**src/rtl/coord_display_driver_pkg.sv**
```systemverilog
// Shared constants for the coordinate display driver: digit count and active-low segment patterns.
package coord_display_driver_pkg;

  localparam int unsigned NUM_DIGITS = 8;
  localparam int unsigned IDX_W      = $clog2(NUM_DIGITS);
  localparam int unsigned NIB_W      = 4;
  localparam int unsigned SEG_W      = 7;
  localparam int unsigned COORD_W    = 32;

  // Active-low patterns, bit 0 = segment a ... bit 6 = segment g.
  localparam logic [SEG_W-1:0] SEG_0     = 7'h40;
  localparam logic [SEG_W-1:0] SEG_1     = 7'h79;
  localparam logic [SEG_W-1:0] SEG_2     = 7'h24;
  localparam logic [SEG_W-1:0] SEG_3     = 7'h30;
  localparam logic [SEG_W-1:0] SEG_4     = 7'h19;
  localparam logic [SEG_W-1:0] SEG_5     = 7'h12;
  localparam logic [SEG_W-1:0] SEG_6     = 7'h02;
  localparam logic [SEG_W-1:0] SEG_7     = 7'h78;
  localparam logic [SEG_W-1:0] SEG_8     = 7'h00;
  localparam logic [SEG_W-1:0] SEG_9     = 7'h10;
  localparam logic [SEG_W-1:0] SEG_A     = 7'h08;
  localparam logic [SEG_W-1:0] SEG_B     = 7'h03;
  localparam logic [SEG_W-1:0] SEG_C     = 7'h46;
  localparam logic [SEG_W-1:0] SEG_D     = 7'h21;
  localparam logic [SEG_W-1:0] SEG_E     = 7'h06;
  localparam logic [SEG_W-1:0] SEG_F     = 7'h0E;
  localparam logic [SEG_W-1:0] SEG_BLANK = 7'h7F;

endpackage

```
**src/rtl/hex_to_seg7.sv**
```systemverilog
// Combinational hex nibble to active-low 7-segment pattern decoder.
module hex_to_seg7
  import coord_display_driver_pkg::*;
(
  input  logic [NIB_W-1:0] nibble,
  output logic [SEG_W-1:0] pattern_c
);

  // Full 0-F decode; blank is only a safe default.
  always_comb begin
    pattern_c = SEG_BLANK;
    case (nibble)
      4'h0: pattern_c = SEG_0;
      4'h1: pattern_c = SEG_1;
      4'h2: pattern_c = SEG_2;
      4'h3: pattern_c = SEG_3;
      4'h4: pattern_c = SEG_4;
      4'h5: pattern_c = SEG_5;
      4'h6: pattern_c = SEG_6;
      4'h7: pattern_c = SEG_7;
      4'h8: pattern_c = SEG_8;
      4'h9: pattern_c = SEG_9;
      4'hA: pattern_c = SEG_A;
      4'hB: pattern_c = SEG_B;
      4'hC: pattern_c = SEG_C;
      4'hD: pattern_c = SEG_D;
      4'hE: pattern_c = SEG_E;
      4'hF: pattern_c = SEG_F;
      default: pattern_c = SEG_BLANK;
    endcase
  end

endmodule

```
**src/rtl/coord_display_driver.sv**
```systemverilog
// Glitch-filters the CPU x/y coordinate taps, snapshots the settled pair and
// scans the low 16 bits of each as hex across an 8-digit multiplexed 7-seg display.
module coord_display_driver
  import coord_display_driver_pkg::*;
#(
  parameter int unsigned STABLE_CYCLES = 16,
  parameter int unsigned DIGIT_CYCLES  = 100000
) (
  input  logic                  Clk,
  input  logic                  Reset,
  input  logic [COORD_W-1:0]    xCoord,
  input  logic [COORD_W-1:0]    yCoord,
  input  logic                  freeze,
  output logic [NUM_DIGITS-1:0] an,
  output logic [SEG_W-1:0]      seg,
  output logic                  dp,
  output logic                  update_pulse
);

  localparam int unsigned SW = $clog2(STABLE_CYCLES);
  localparam int unsigned DW = $clog2(DIGIT_CYCLES);
  localparam logic [SW-1:0] STABLE_MAX = SW'(STABLE_CYCLES - 1);
  localparam logic [DW-1:0] DIV_MAX    = DW'(DIGIT_CYCLES - 1);
  localparam logic [IDX_W-1:0] X_LSD_IDX = IDX_W'(4);
  localparam logic [IDX_W-1:0] Y_LSD_IDX = IDX_W'(0);

  logic [COORD_W-1:0]    cand_x, cand_y;
  logic [COORD_W-1:0]    shown_x, shown_y;
  logic [SW-1:0]         stable_cnt;
  logic [DW-1:0]         div_cnt;
  logic [IDX_W-1:0]      digit_idx;

  logic                  input_changed_c;
  logic                  take_snap_c;
  logic [2*NIB_W*4-1:0]  digit_word_c;
  logic [NIB_W-1:0]      nibble_c;
  logic [SEG_W-1:0]      pattern_c;
  logic                  dp_c;
  logic [NUM_DIGITS-1:0] an_c;

  // Filter/snapshot decisions and the nibble/enable selection for the current scan slot.
  always_comb begin
    input_changed_c = ({xCoord, yCoord} != {cand_x, cand_y});
    take_snap_c     = (stable_cnt == STABLE_MAX) && !freeze &&
                      ({cand_x, cand_y} != {shown_x, shown_y});
    digit_word_c    = {shown_x[15:0], shown_y[15:0]};
    nibble_c        = digit_word_c[{digit_idx, 2'b00} +: NIB_W];
    dp_c            = !(((digit_idx == X_LSD_IDX) && (|shown_x[31:16])) ||
                        ((digit_idx == Y_LSD_IDX) && (|shown_y[31:16])));
    an_c            = (div_cnt == '0) ? '1 : ~(NUM_DIGITS'(1) << digit_idx);
  end

  hex_to_seg7 u_hex_to_seg7 (
    .nibble    (nibble_c),
    .pattern_c (pattern_c)
  );

  // Stability window, snapshot registers and the one-shot update strobe.
  always_ff @(posedge Clk) begin
    if (!Reset) begin
      cand_x       <= '0;
      cand_y       <= '0;
      stable_cnt   <= '0;
      shown_x      <= '0;
      shown_y      <= '0;
      update_pulse <= 1'b0;
    end else begin
      if (input_changed_c) begin
        cand_x     <= xCoord;
        cand_y     <= yCoord;
        stable_cnt <= '0;
      end else if (stable_cnt != STABLE_MAX) begin
        stable_cnt <= stable_cnt + SW'(1);
      end
      update_pulse <= take_snap_c;
      if (take_snap_c) begin
        shown_x <= cand_x;
        shown_y <= cand_y;
      end
    end
  end

  // Digit scan: divider wraps every DIGIT_CYCLES and advances the digit index.
  always_ff @(posedge Clk) begin
    if (!Reset) begin
      div_cnt   <= '0;
      digit_idx <= '0;
    end else if (div_cnt == DIV_MAX) begin
      div_cnt   <= '0;
      digit_idx <= digit_idx + IDX_W'(1);
    end else begin
      div_cnt   <= div_cnt + DW'(1);
    end
  end

  // Registered display outputs; all digits blanked on the first cycle of each slot.
  always_ff @(posedge Clk) begin
    if (!Reset) begin
      an  <= '1;
      seg <= SEG_BLANK;
      dp  <= 1'b1;
    end else begin
      an  <= an_c;
      seg <= pattern_c;
      dp  <= dp_c;
    end
  end

endmodule

```
**config.mk**
```make
export PLATFORM = sky130hd
export DESIGN_NAME = coord_display_driver
export DESIGN_NICKNAME = d
export VERILOG_FILES = /design/src/rtl/coord_display_driver_pkg.sv /design/src/rtl/hex_to_seg7.sv /design/src/rtl/coord_display_driver.sv
export SDC_FILE = /design/constraint.sdc
export NUM_CORES = 1
export LEC_CHECK = 0
export CAP_MARGIN = 20
export CORE_ASPECT_RATIO = 0.7
export CORE_MARGIN = 2
export CORE_UTILIZATION = 38
export DETAILED_ROUTE_END_ITERATION = 7
export PLACE_DENSITY_LB_ADDON = 0.1
export SYNTH_ARGS = -nofsm -noshare
export SYNTH_HDL_FRONTEND = slang
export SYNTH_HIERARCHICAL = 1
export SYNTH_SLANG_ARGS = --single-unit
```
**constraint.sdc**
```tcl
create_clock -name Clk -period 5.3 [get_ports Clk]
set_input_delay 1.06 -clock Clk [delete_from_list [all_inputs] [get_ports Clk]]
set_output_delay 1.06 -clock Clk [all_outputs]
set_load 0.02 [all_outputs]
```
* Yosys cells after proc, flatten, opt, wreduce, memory -nomap -nowiden *
Memory sizes are Yosys's and may differ from the RTL's. A register that Yosys moved wholly into a read port is not among the register bits.
Cells that the tools add are included.

storage, ports and cells
  flip-flop bits (word level) = 162
  ROM bits = 112
  word-level logic and storage cells = 39
  memories = 1

memory list
  memory           depth  bits a word  read ports  clocked after memory_dff  wr ports  line               RTL
  (no name shown)  16     7            1           1                         0         hex_to_seg7.sv:12  case (nibble)

operators by class
  add/subtract/negate cells = 3
  eq/ne operators = 6
  shift operators = 2
  bitwise gates (word level) = 2
  reductions and logical operators = 15

operator list
  operator               number
  $ne 64x64->1           2
  $reduce_or 16->1       2
  $shiftx 32x6->4        1
  $add 17x1->17 const B  1
  $eq 17x17->1 const B   1
  $logic_not 17->1       1
  $not 8->8              1
  $shl 1x3->8 const A    1
  $reduce_or 2->1        3
  $add 4x1->4 const B    1
  $eq 4x4->1 const B     1
  $logic_and 1x1->1      4
  $ne 4x4->1 const B     1
  $add 3x1->3 const B    1
  $eq 3x3->1 const B     1
  $logic_not 1->1        3
  $logic_not 3->1        1
  $logic_or 1x1->1       1
  $not 1->1              1

* Depth between registers and ports, before layout *
Gate-level depths: netlist of run 1.

  depth in word-level cells = 4
  gate-level depth with buffers = 10
  mapped depth without buffers = 9

* By module *
The synthesis of run 1 kept the hierarchy.

by module, submodules not included
  module                instances  cells each  area each (um^2)  seq. area each (um^2)
  coord_display_driver  1          780         7504.7            3383.2
  hex_to_seg7           1          32          275.3             0.0

* Worst setup path before layout of run 1 *
No wires, ideal clock.

  path kind = register to register
  from = reg digit_idx[0]
  to = reg seg[0]
  library setup time = 62 ps
  arrival time = 2552 ps
  data required time = 5238 ps
  slack = 2686 ps
  stages on the path, launching flop included = 11
  period minus slack after synthesis = 2614 ps
  path through = dfxtp_1 -> clkbuf_1 -> mux4_2 -> nand2_1 -> nand2_1 -> inv_1 -> ha_1 -> and2b_2 -> or3b_1 -> o21ai_0 -> nand2b_1

between the ends
  longest elaborated chain between the ends = 1

ends and longest elaborated chain
  item                    line                        RTL
  start, declared         coord_display_driver.sv:31  logic [IDX_W-1:0] digit_idx;
  start signal, assigned  coord_display_driver.sv:90  digit_idx <= digit_idx + IDX_W'(1);
  $shiftx 32x6->4         coord_display_driver.sv:47  nibble_c = digit_word_c[{digit_idx, 2'b00} +: NIB_W];
  named net nibble_c[1]   coord_display_driver.sv:36  logic [NIB_W-1:0] nibble_c;
  end, declared           coord_display_driver.sv:15  output logic [SEG_W-1:0] seg,

The timed path passes the listed nets, and every way through them passes these cells.
A chain may end at the register's enable or synchronous reset.

* Final worst setup path of run 1 *
  from = in xCoord[14]
  to = reg stable_cnt[2]

between the ends
  longest elaborated chain between the ends = 2

ends and longest elaborated chain
  item                              line                        RTL
  start, declared                   coord_display_driver.sv:11  input logic [COORD_W-1:0] xCoord,
  $ne 64x64->1                      coord_display_driver.sv:43  input_changed_c = ({xCoord, yCoord} != {cand_x, cand_y});
  $reduce_or 2->1 (no source line)  n/a
  end signal, assigned              coord_display_driver.sv:73  stable_cnt <= stable_cnt + SW'(1);
  end, declared                     coord_display_driver.sv:29  logic [SW-1:0] stable_cnt;

Every way passes these cells.

==> results.cfg, run 1 <==
[outcome]
status = completed

[sta]
fin_skew_ns = 0.00867
fmax_mhz = 344
finalHoldViolations = 0
setup_tns_ns = 0
worstMarginPinSlew_ns = 0.917
fin_ws_ns = 2.39
setup_viol = 0
maxSlewHeadroom_pct = 38.9
slew_violations = 0
rsz0062_at_grt = no
fin_crit_ns = 2.91
period_share_pct = 54.9

[grt]
grt_pass1_vias = 5608
antenna_found_initial = 1
gr-usage-all-layers_pct = 19.8
grt_overflow_total = 0
grt_start_max_net_pins = 141
grt_pass1_wl_um = 31900

[die]
fp-row-count = 43
dieArea_sq_um = 21700
die_w_um = 175
pin_count = 84
start_util_pct = 39.0
core_area_sq_um = 20000
die_h_um = 124

[logic_synthesis]
syn-mean-instance-area_sq_um = 9.58
seq_area_frac_synth_pct = 43.5
syn_nets = 895
synth_common_cells = dfxtp_1, nand2_1, xor2_1
yosysWarnings = 6
netlist_instances = 812
async_flop_share_pct = 0
ys_ff_latch = 169
synthTopCellsByArea = dfxtp_1, xor2_1, mux2i_1
syn_area_sq_um = 7780
synth_top_cell_by_area = dfxtp_1
synth_edf_count = 0
yosysMostFrequentCell = dfxtp_1
synth_cell_types = 37
synth_top_area_share_pct = 43.5
synth-main-ff-cell = dfxtp_1

[cells_and_area]
diodes = 0
syn_to_final_growth_pct = 20.3
stdcell_area_sq_um = 9360
drive_gt1_share_pct = 4.71
nNetsFinal = 963
fin_util_pct = 46.9

[route]
drt_first_pass_iters = 5
drtIter0Drc = 366
wl_per_cell_um = 17.9
wl_um = 20700
ant_nets = 0
drc = 0
vias_per_cell = 4.96
vias = 5758

[worst_setup_path]
start_kind = input port
cp-end-kind = register
reg2reg_depth = 8
required_ns = 5.64
r2r_setup_slack_ns = 2.40
crit_chain = clkdlybuf4s50_1, xnor2_1, nand4_1, nor4_1, nand4_1, or4_4, nor3_1
r2r_start = digit_idx[0]
cpMostUsedCell = nand4_1
crit_fanout = 4
worst_path_largest_cell_delay_ns = 0.61
crit_path_top_delay_cell = or4_4
cp.arrival_ns = 3.25
crit_type = in2reg
reg2reg_to = seg[3]

[cts]
cts_num_sinks = 169
cts_setup_buffers = 0
cts.hold.buffers_added = 0
clk_pin_slew_ns = 0.06
cts_buffer_depth = 2
cts.htree.levels = 4
cts_resized = 0
root_buffer = clkbuf_16
cts_tree = built
cts_made_buffers = 17
clock_latency_ns = 0.43

[power_and_ir_drop]
p_per_area_nw_per_um2 = 300
max-vdd-ir-drop_mv = 0.210
finalPower_mw = 2.81
leakagePower_nw = 3.79

[place]
post-place-ws_ns = 1.99
portBuffers = 83
placed_cell_area_sq_um = 8780
gp_congestion = 0.842
detailed_place_hpwl_um = 15600

[run]
maxCapViolCount = 0

[worst_hold_path]
hold_depth = 1
min_to = div_cnt[0]
min_path_type = reg2reg
hold_start = div_cnt[0]
## through the flow
| stage | instances | hold slack, ns |
|---|---|---|
| after floorplan | 812 | 0.438 |
| after global placement | 1131 | 0.454 |
| after detailed placement | 1131 | 0.476 |
| after CTS | 1161 | 0.484 |
| after global routing | 1161 | 0.494 |
| final | 1161 | 0.483 |
## layer usage
metal	global-route usage, %	wire [um]
met3	4.43	1070
met5	0	0
met2	29.1	8620
met1	29.3	10800
met4	4.74	213
## report_power, final
part	total, mW	switching [mW]	internal, mW	leakage, nW
sequential	1.34	0.0335	1.30	1.38
combinational	0.227	0.119	0.109	2.12
clock	1.24	0.496	0.748	0.284
## sequential cells by signal (all words and copies together) (netlist names)
signal        count
digit_idx         3
an                8
seg               7
shown_x          32
update_pulse      1
div_cnt          17
shown_y          32
dp                1
cand_y           32
cand_x           32
stable_cnt        4
## kinds of logic after synthesis
kind of cell / after synthesis / synth area share, %
flops: 169 / 43.5
simple gates: 345 / 21.9
compound gates: 10 / 0.949
mux: 80 / 11.8
buf+inv: 47 / 3.01
xor+xnor: 145 / 16.3
fa+ha+maj: 16 / 2.57
## how the worst max path moves through the flow
stage / start / end / slack [ns] / cells past startpoint
floorplan: digit_idx[0] / seg[0] / 2.69 / 10
global placement: xCoord[14] / stable_cnt[2] / 2.06 / 7
detailed placement: xCoord[14] / stable_cnt[2] / 1.99 / 7
CTS: digit_idx[0] / seg[3] / 2.28 / 8
global route: digit_idx[0] / seg[3] / 2.15 / 8
finish: xCoord[14] / stable_cnt[2] / 2.39 / 7
## critical path: cells and delay by family
kind                   cells  cell delay, ns
AND/OR/NAND/NOR            5            1.56
XOR/XNOR                   1            0.14
buffers and inverters      1            0.50
## final cells by class
cell class / instances / area (sq um)
inverters: 10 / 37.5
well taps: 270 / 338
fillers: 1926 / 10600
multi-input cells: 596 / 4170
repair buffers: 86 / 855
flip-flops and latches: 169 / 3380
clock inverters: 8 / 123
clock buffers: 22 / 454
## cells in the final DEF (no fill, tap or decap), types with 2 or more instances in the layout
cell,synthesis,layout
nand4_1,14,14
bufinv_16,0,3
clkdlybuf4s50_1,0,82
nor3_1,7,6
xor2_1,120,120
dfxtp_1,169,169
nand2_1,154,154
nor2_1,28,28
xnor2_1,25,25
mux4_2,8,8
and3_1,8,8
inv_1,10,10
nand3_1,12,12
or4_1,3,3
o21ai_0,2,2
clkbuf_16,0,17
a22o_1,2,2
clkinv_2,0,3
nand2b_1,8,8
clkinv_4,0,2
mux2i_1,70,70
nor4_1,36,36
and2_1,68,68
buf_4,0,3
clkbuf_1,26,4
ha_1,16,16
Power figures use the tool's default switching activity.
==> inputs of run 2 (changes only) <==
Clock period 5.3 ns to 2.6 ns, I/O delays scaled along.
==> run 2 against run 1 <==
Compared with the run above:
- global-route usage fell by 0.16 points
- register-to-register slack got worse by 2.2 ns
- routed wire length fell by 0.68%
- core utilization rose by 0.80 points
- worst setup slack got worse by 2.2 ns
- via count fell by 0.35%
- clock skew rose by 0.0056 ns
- total power rose by 110%
- critical endpoint is now seg[3]
- largest power group unchanged
==> results.cfg, run 2 (synthesis gave the netlist of run 1 again) <==
[power_and_ir_drop]
swShare_pct = 23.9
power.share.clock_pct = 44.8
p_switching_mw = 1.38
seqPwrFrac_pct = 47.0
comb_power_share_pct = 8.1
p_int_mw = 4.40
max-vdd-ir-drop_mv = 0.417
leakagePower_nw = 3.88
p_per_area_nw_per_um2 = 607

[die]
die_w_um = 175
start_util_pct = 39.0
fp-row-count = 43
pin_count = 84
dieArea_sq_um = 21700
core_area_sq_um = 20000
die_h_um = 124

[grt]
antenna_found_initial = 1
grt_pass1_vias = 5584
grt_pass1_wl_um = 31500
grt_start_max_net_pins = 127
grt_overflow_total = 0
gr-usage-all-layers_pct = 19.6

[cells_and_area]
final_common_cell = dfxtp_1
syn_to_final_growth_pct = 22.3
stdcell_area_sq_um = 9520
nNetsFinal = 978
layout_common_cells = dfxtp_1, nand2_1, xor2_1
drive_gt1_share_pct = 7.05
diodes = 0

[route]
drtIter0Drc = 402
drc = 0
wl_per_cell_um = 17.5
drt_first_pass_iters = 5
wl_um = 20600
vias = 5738
vias_per_cell = 4.87
ant_nets = 0

[place]
portBuffers = 83
placed_cell_area_sq_um = 8910
detailed_place_hpwl_um = 15700
gp_congestion = 0.848

[worst_hold_path]
min_path_type = in2reg

[run]
maxCapViolCount = 0

[sta]
fmax_mhz = 419
fin_skew_ns = 0.0143
fin_crit_ns = 2.39
maxSlewHeadroom_pct = 54.8
rsz0062_at_grt = no
setup_viol = 0
period_share_pct = 91.8
worstMarginPinSlew_ns = 0.678
setup_tns_ns = 0
slew_violations = 0
finalHoldViolations = 0

[cts]
clk_pin_slew_ns = 0.06
root_buffer = clkbuf_16
cts_made_buffers = 17
cts.htree.levels = 4
cts_tree = built
cts.hold.buffers_added = 0
clock_latency_ns = 0.43
cts_num_sinks = 169
cts_buffer_depth = 2

[worst_setup_path]
r2r_setup_slack_ns = 0.21
critical_path.startpoint = digit_idx[0]
reg2reg_to = seg[3]
cp-end-kind = register
reg2reg_depth = 9
crit_fanout = 4
crit_type = reg2reg
endpoint = seg[3]
r2r_start = digit_idx[0]
start_kind = register
required_ns = 2.90
cp.arrival_ns = 2.69

[outcome]
status = completed
## run 2: timing repair
action,CTS,global route
resized for setup,0,2
setup buffers,0,0
endpoints found under the setup margin,0,2
## run 2: power by group through the flow
| stage | Combinational [mW] | Sequential [mW] | Clock, mW |
|---|---|---|---|
| after floorplan | 0.222 | 2.77 | 0 |
| after global placement | 0.465 | 2.78 | 0 |
| after detailed placement | 0.468 | 2.78 | 0 |
| after CTS | 0.471 | 2.72 | 2.63 |
| after global routing | 0.510 | 2.73 | 2.74 |
| final | 0.470 | 2.72 | 2.59 |
## run 2: worst min path at each step
stage | start | to | slack, ns | depth (start not counted)
after CTS | Reset | cand_y[20] | 0.39 | 2
after global routing | Reset | cand_y[20] | 0.39 | 2
after floorplan | div_cnt[0] | div_cnt[0] | 0.44 | 1
after detailed placement | div_cnt[0] | div_cnt[0] | 0.47 | 1
after global placement | div_cnt[0] | div_cnt[0] | 0.46 | 1
final | Reset | cand_y[20] | 0.40 | 2
## run 2: per-stage QoR
stage                     power, mW  hold slack, ns  setup slack (ns)  util, %  instances
after global placement         3.24           0.459           -0.0525     44.7       1146
after floorplan                2.99           0.438             0.202        -        812
after global routing           5.98           0.394            0.0427     47.7       1178
after CTS                      5.82           0.391             0.124     47.7       1178
final                          5.78           0.398             0.214     47.7       1178
after detailed placement       3.25           0.467            -0.117     44.7       1146
## run 2: worst max-delay path: stages (launching register included)
cell	delay [ns]
dfxtp_2	0.39
buf_4	0.19
mux4_2	0.58
nand2_1	0.10
nand2_1	0.10
inv_1	0.10
ha_1	0.15
inv_1	0.05
mux4_1	0.46
nand2b_1	0.14
## run 2: layout make-up
type	instances	area [sq um]
Clock inverter	10	116
Tap cell	270	338
Inverter	10	37.5
Timing Repair Buffer	101	988
Clock buffer	22	484
Fill cell	1873	10400
Sequential cell	169	3390
Multi-Input combinational cell	596	4170
## run 2: per-layer routing
| metal | track usage (%) | wire length [um] | vias to the layer above |
|---|---|---|---|
| met5 | 0 | 0 | - |
| met4 | 3.96 | 170 | 0 |
| met3 | 5.71 | 1220 | 14 |
| met2 | 29.2 | 8550 | 135 |
| met1 | 28.3 | 10700 | 2732 |
| li1 | - | - | 2857 |
